**src/rtl/dot_pkg.sv**
```systemverilog
// Shared widths and helpers for the dot-product pipeline and its
// accumulation stage.
package dot_pkg;

  localparam int DOT_IWIDTH = 32;
  localparam int DOT_OWIDTH = 32;
  localparam int DOT_MAXLEN = 64;
  localparam int DOT_DEPTH  = 4;
  localparam int SAT_W      = 64;

  function automatic int len_w(input int maxlen);
    return $clog2(maxlen + 1);
  endfunction

  function automatic int acc_w(input int iw, input int maxlen);
    return iw + $clog2(maxlen);
  endfunction

  // Clamp a sign-extended accumulator value into a signed ow-bit range.
  function automatic logic signed [SAT_W-1:0] sat_to(input logic signed [SAT_W-1:0] v,
                                                     input int ow);
    logic signed [SAT_W-1:0] hi;
    logic signed [SAT_W-1:0] lo;
    hi = (64'sd1 <<< (ow - 1)) - 64'sd1;
    lo = -(64'sd1 <<< (ow - 1));
    if (v > hi) begin
      return hi;
    end else if (v < lo) begin
      return lo;
    end else begin
      return v;
    end
  endfunction

endpackage

```
**src/rtl/sync_fifo.sv**
```systemverilog
// Small synchronous FIFO with registered storage; head entry is always
// visible on dout. Push while full is ignored unless a pop happens too.
module sync_fifo #(
  parameter int WIDTH = 32,
  parameter int DEPTH = 4
) (
  input  logic             clk,
  input  logic             rst,
  input  logic             push,
  input  logic             pop,
  input  logic             flush,
  input  logic [WIDTH-1:0] din,
  output logic [WIDTH-1:0] dout,
  output logic             full,
  output logic             empty
);

  localparam int PW = $clog2(DEPTH);

  logic [PW:0]      wr_ptr;
  logic [PW:0]      rd_ptr;
  logic [WIDTH-1:0] mem [DEPTH];
  logic             do_push;
  logic             do_pop;

  // Extra pointer bit tells full from empty when the indices match.
  assign empty   = (wr_ptr == rd_ptr);
  assign full    = (wr_ptr[PW] != rd_ptr[PW]) && (wr_ptr[PW-1:0] == rd_ptr[PW-1:0]);
  assign do_pop  = pop && !empty;
  assign do_push = push && (!full || do_pop);
  assign dout    = mem[rd_ptr[PW-1:0]];

  // Pointer update; flush empties the queue without touching storage.
  always_ff @(posedge clk or negedge rst) begin
    if (!rst) begin
      wr_ptr <= {(PW+1){1'b0}};
      rd_ptr <= {(PW+1){1'b0}};
    end else if (flush) begin
      wr_ptr <= {(PW+1){1'b0}};
      rd_ptr <= {(PW+1){1'b0}};
    end else begin
      if (do_push) begin
        wr_ptr <= wr_ptr + {{PW{1'b0}}, 1'b1};
      end
      if (do_pop) begin
        rd_ptr <= rd_ptr + {{PW{1'b0}}, 1'b1};
      end
    end
  end

  // Storage write.
  always_ff @(posedge clk or negedge rst) begin
    if (!rst) begin
      for (int i = 0; i < DEPTH; i++) begin
        mem[i] <= {WIDTH{1'b0}};
      end
    end else if (!flush && do_push) begin
      mem[wr_ptr[PW-1:0]] <= din;
    end
  end

endmodule

```
**src/rtl/dot_accum.sv**
```systemverilog
// Sums a runtime-selected number of consecutive partial dot products,
// saturates the result and queues it for a ready/valid consumer.
module dot_accum
  import dot_pkg::*;
#(
  parameter int IWIDTH = DOT_IWIDTH,
  parameter int OWIDTH = DOT_OWIDTH,
  parameter int MAXLEN = DOT_MAXLEN,
  parameter int DEPTH  = DOT_DEPTH
) (
  input  logic                       clk,
  input  logic                       rst,
  input  logic [len_w(MAXLEN)-1:0]   len,
  input  logic                       flush,
  input  logic                       ivalid,
  input  logic signed [IWIDTH-1:0]   idata,
  output logic signed [OWIDTH-1:0]   odata,
  output logic                       ovalid,
  input  logic                       oready,
  output logic                       busy,
  output logic                       overflow
);

  localparam int LW   = len_w(MAXLEN);
  localparam int ACCW = acc_w(IWIDTH, MAXLEN);
  localparam logic [LW-1:0] LEN_ZERO = {LW{1'b0}};
  localparam logic [LW-1:0] LEN_ONE  = LW'(1'b1);
  localparam logic [LW-1:0] LEN_MAX  = LW'(MAXLEN);

  logic [LW-1:0]            cnt;
  logic [LW-1:0]            glen;
  logic [LW-1:0]            cnt_next;
  logic [LW-1:0]            glen_next;
  logic [LW-1:0]            first_len;
  logic [LW-1:0]            eff_len;
  logic signed [ACCW-1:0]   acc;
  logic signed [ACCW-1:0]   acc_next;
  logic signed [ACCW-1:0]   part;
  logic signed [ACCW-1:0]   sum;
  logic [OWIDTH-1:0]        sat_sum;
  logic [OWIDTH-1:0]        head;
  logic                     done;
  logic                     push;
  logic                     pop;
  logic                     full;
  logic                     empty;
  logic                     drop;

  assign part    = ACCW'(idata);
  assign sat_sum = OWIDTH'(sat_to(SAT_W'(sum), OWIDTH));

  // Group length for a group opened this cycle: 0 means 1, oversize clamps.
  always_comb begin
    if (len == LEN_ZERO) begin
      first_len = LEN_ONE;
    end else if (len > LEN_MAX) begin
      first_len = LEN_MAX;
    end else begin
      first_len = len;
    end
  end

  // Next accumulator/counter state and completion detection.
  always_comb begin
    cnt_next  = cnt;
    glen_next = glen;
    acc_next  = acc;
    push      = 1'b0;
    eff_len   = (cnt == LEN_ZERO) ? first_len : glen;
    sum       = (cnt == LEN_ZERO) ? part : (acc + part);
    done      = (cnt == (eff_len - LEN_ONE));
    if (flush) begin
      cnt_next = LEN_ZERO;
      acc_next = {ACCW{1'b0}};
    end else if (ivalid) begin
      acc_next  = sum;
      glen_next = eff_len;
      if (done) begin
        cnt_next = LEN_ZERO;
        push     = 1'b1;
      end else begin
        cnt_next = cnt + LEN_ONE;
      end
    end else begin
      cnt_next = cnt;
    end
  end

  assign pop  = oready && !empty;
  assign drop = push && full && !pop;

  // Group state, busy flag and sticky overflow.
  always_ff @(posedge clk or negedge rst) begin
    if (!rst) begin
      cnt      <= LEN_ZERO;
      glen     <= LEN_ZERO;
      acc      <= {ACCW{1'b0}};
      busy     <= 1'b0;
      overflow <= 1'b0;
    end else begin
      cnt      <= cnt_next;
      glen     <= glen_next;
      acc      <= acc_next;
      busy     <= (cnt_next != LEN_ZERO);
      overflow <= overflow | drop;
    end
  end

  sync_fifo #(
    .WIDTH(OWIDTH),
    .DEPTH(DEPTH)
  ) u_fifo (
    .clk  (clk),
    .rst  (rst),
    .push (push),
    .pop  (pop),
    .flush(flush),
    .din  (sat_sum),
    .dout (head),
    .full (full),
    .empty(empty)
  );

  assign odata  = head;
  assign ovalid = !empty;

endmodule
```
**config.mk**
```make
export PLATFORM = sky130hd
export DESIGN_NAME = dot_accum
export DESIGN_NICKNAME = d
export VERILOG_FILES = /design/src/rtl/dot_pkg.sv /design/src/rtl/sync_fifo.sv /design/src/rtl/dot_accum.sv
export SDC_FILE = /design/constraint.sdc
export NUM_CORES = 1
export LEC_CHECK = 0
export ABC_AREA = 1
export CAP_MARGIN = 20
export CORE_ASPECT_RATIO = 0.5
export CORE_MARGIN = 1.5
export CORE_UTILIZATION = 55
export DETAILED_ROUTE_END_ITERATION = 12
export PLACE_DENSITY = 0.75
export RECOVER_POWER = 50
export REMOVE_ABC_BUFFERS = 1
export SLEW_MARGIN = 20
export SYNTH_ARGS = -nofsm -noshare
export SYNTH_HDL_FRONTEND = slang
export SYNTH_SLANG_ARGS = --single-unit
```
**constraint.sdc**
```tcl
create_clock -name clk -period 4.3 [get_ports clk]
set_clock_uncertainty 0.05 [all_clocks]
set_input_delay 1.29 -clock clk [delete_from_list [all_inputs] [get_ports clk]]
set_output_delay 1.29 -clock clk [all_outputs]
set_load 0.01 [all_outputs]
```
==> run metrics <==
status=complete, but fails checks; violated checks=max-capacitance violations, max-slew violations; fin nets=1914; clk root buf=clkbuf_16; part of the power in registers=36.0%; Pint=3.466 mW; synthesized area per cell=6.944 um2; clk slew on worst S/H paths=0.07 ns; Post-synth ARST share=100.0%; total number of H-tree levels=4; Gate power share=34.6%; min-delay worst type=flop to flop; WP data arrival=2.79 ns; hpwl dp=24930 um; Slew Limit Fails=126; CP max-delay cell=clkdlybuf4s50_1; top-count cell post-synth=nand2_1; post-synthesis cell type count=46; final hold vios=0; setup bufs post-CTS=0; vias in the first global route=11260; grt ovf=0; fin crit share=96.00%; clock tree from TritonCTS=built; top cell type's share of synthesized area=39.57%; leading area contributor after synthesis=dfrtp_1; yosys warns=0; post-layout minimum cycle time=4.128 ns; first-pass GRT wire length=58350 um; port bufs=78; DR WL/cell=16.96 um; RSZ-0062 raised after global routing=no; switching share of total power=36.95%; layout cells sized above 1=8.383%; most common library cells after synthesis=nand2_1, dfrtp_1, nor2_1; Initial Util=56.94%; routed vias=11920; Die Y=107.0 um; std cell rows=37; CTS Buf Count=17; Longest Clk Path Bufs=2; Seq. cell area=4705 um2; layout overhead on the synthesized area=17.69%; slowest cell delay on critical path=0.59 ns; post-synthesis sequential area ratio=39.57%; Resized cells post-CTS=0; dominant cells by area after synthesis=dfrtp_1, nand2_1, o21ai_0; Residual DRC=0; initial antenna violation count=0; CP Cell Sequence=inv_1 > buf_4 > o21ai_0 > o22ai_1 > clkdlybuf4s50_1; EDFF count, synth=0; final WL=36100 um; # IOs=79; Critical Path RT=2.96 ns; CP endpoint kind=output port; worst slew pin tran=2.512 ns; n_diodes=0; Slew HR=-67.46%; Worst-Skew Late Latency=0.46 ns; dpl cells=2097; DRT Pass-1 Iters=8; utilization after layout=67.02%; core area=20880 um2; Final WS setup=0.1721 ns; die width=210.9 um; largest net degree at the start of global routing=96; RD Place Congestion=0.9590; crit path max fanout=23; Post-Syn Area=11890 um2; post-route antenna net violation count=0; Crit path buffers/inverters=3; Yosys reg bits=188; ys flop type=dfrtp_1; family with the most delay on the worst path=buffers and inverters; Lkg Pwr=7.617 nW; die area=22560 um2; clock sink count=188; fin area=13990 um2; DP Area=13430 um2; clock share of power=29.4%; Final Setup Violations=0; Hold-fix buffers, CTS=0; pwr/cell area=392.9 nW/um2; final std cells w/o fill=2129; Max VDD drop=246.4 uV; pre-CTS WS=-0.1358 ns; Gate Count Post-Synth=1712; via/cell ratio=5.598; max-cap check violation count=2; sw power=2.031 mW; Multi-input gate area=6246 um2; fill count=1808; total track usage=33.47%; initial drt markers=1666; Fmax=0.2423 GHz; startpoint types=flop; critical path class=flop to output port
-- final cells by class --
type | instances | area share [%]
inverters | 146 | 3.970
clock inverters | 15 | 1.145
well taps | 292 | 2.611
multi-input cells | 1310 | 44.64
clock buffers | 17 | 3.040
repair buffers | 161 | 10.97
flip-flops and latches | 188 | 33.62
-- cell families (layout without fill, tap and decap cells) --
kind of cell / after synthesis / count (layout) / share of synthesized area (%)
and+or+nand+nor: 984 / 984 / 33.36
AOI/OAI and AO/OA: 253 / 253 / 12.24
buffers and inverters: 214 / 339 / 7.935
DFF: 188 / 188 / 39.57
adders and majority gates: 46 / 46 / 4.904
xor gates and xnor gates: 27 / 27 / 1.989
-- power groups by stage --
stage | registers [mW] | clock network [mW] | logic, mW
6_report | 1.98 | 1.62 | 1.90
5_1_grt | 1.99 | 1.70 | 2.09
4_1_cts | 1.98 | 1.63 | 1.88
3_5_place_dp | 2.01 | 0 | 1.86
3_3_place_gp | 2.00 | 0 | 1.83
2_1_floorplan | 2.00 | 0 | 1.05
-- layer usage --
metal	share of wire [%]	vias to the layer above	routed length (um)	track usage (%)
li1	-	5644	-	-
met1	45	5645	16160	46.99
met2	44	577	15830	51.74
met3	10	52	3626	8.905
met4	1.3	0	485	7.959
met5	0	-	0	0
-- metrics by stage --
step	power (mW)	hold WS, ns	setup TNS (ns)
2_1_floorplan	3.053	0.3937	0
6_report	5.497	0.4287	0
5_1_grt	5.780	0.4445	0
4_1_cts	5.485	0.4300	0
3_3_place_gp	3.834	0.3956	-2.524
3_5_place_dp	3.869	0.4086	-11.08
-- sequential cells by signal (all words and copies together) (netlist names) --
register and count:
u_fifo.rd_ptr 3, glen 7, u_fifo.mem 128, cnt 7, acc 38, busy 1, u_fifo.wr_ptr 3, overflow 1
-- worst min-delay path: cells and delay by family, from the launching register on --
family | cells | cell delay [ns]
AND/OR/NAND/NOR | 2 | 0.11
flip-flops | 1 | 0.34
-- cell usage in the layout, fill, tap and decap left out, types with 32 or more instances in the layout --
cell | Yosys | layout
a21oi_1 | 46 | 46
buf_4 | 2 | 67
clkdlybuf4s50_1 | 0 | 74
dfrtp_1 | 188 | 188
ha_1 | 45 | 45
inv_1 | 139 | 139
nand2_1 | 727 | 727
nand3_1 | 60 | 60
nor2_1 | 153 | 151
o21ai_0 | 135 | 135
o22ai_1 | 32 | 32
-- final timing paths --
check                                  from             end  slack [ns]  cells after the start
min in group asynchronous               rst         acc[29]        1.50                      1
max in group asynchronous               rst  u_fifo.mem[19]        0.88                      2
max                        u_fifo.rd_ptr[0]        odata[7]        0.17                      5
min                          u_fifo.mem[33]  u_fifo.mem[33]        0.43                      2
min reg2reg                  u_fifo.mem[33]  u_fifo.mem[33]        0.43                      2
max reg2reg                          cnt[0]  u_fifo.mem[12]        0.79                     22
(Power assumes the default switching activity.)
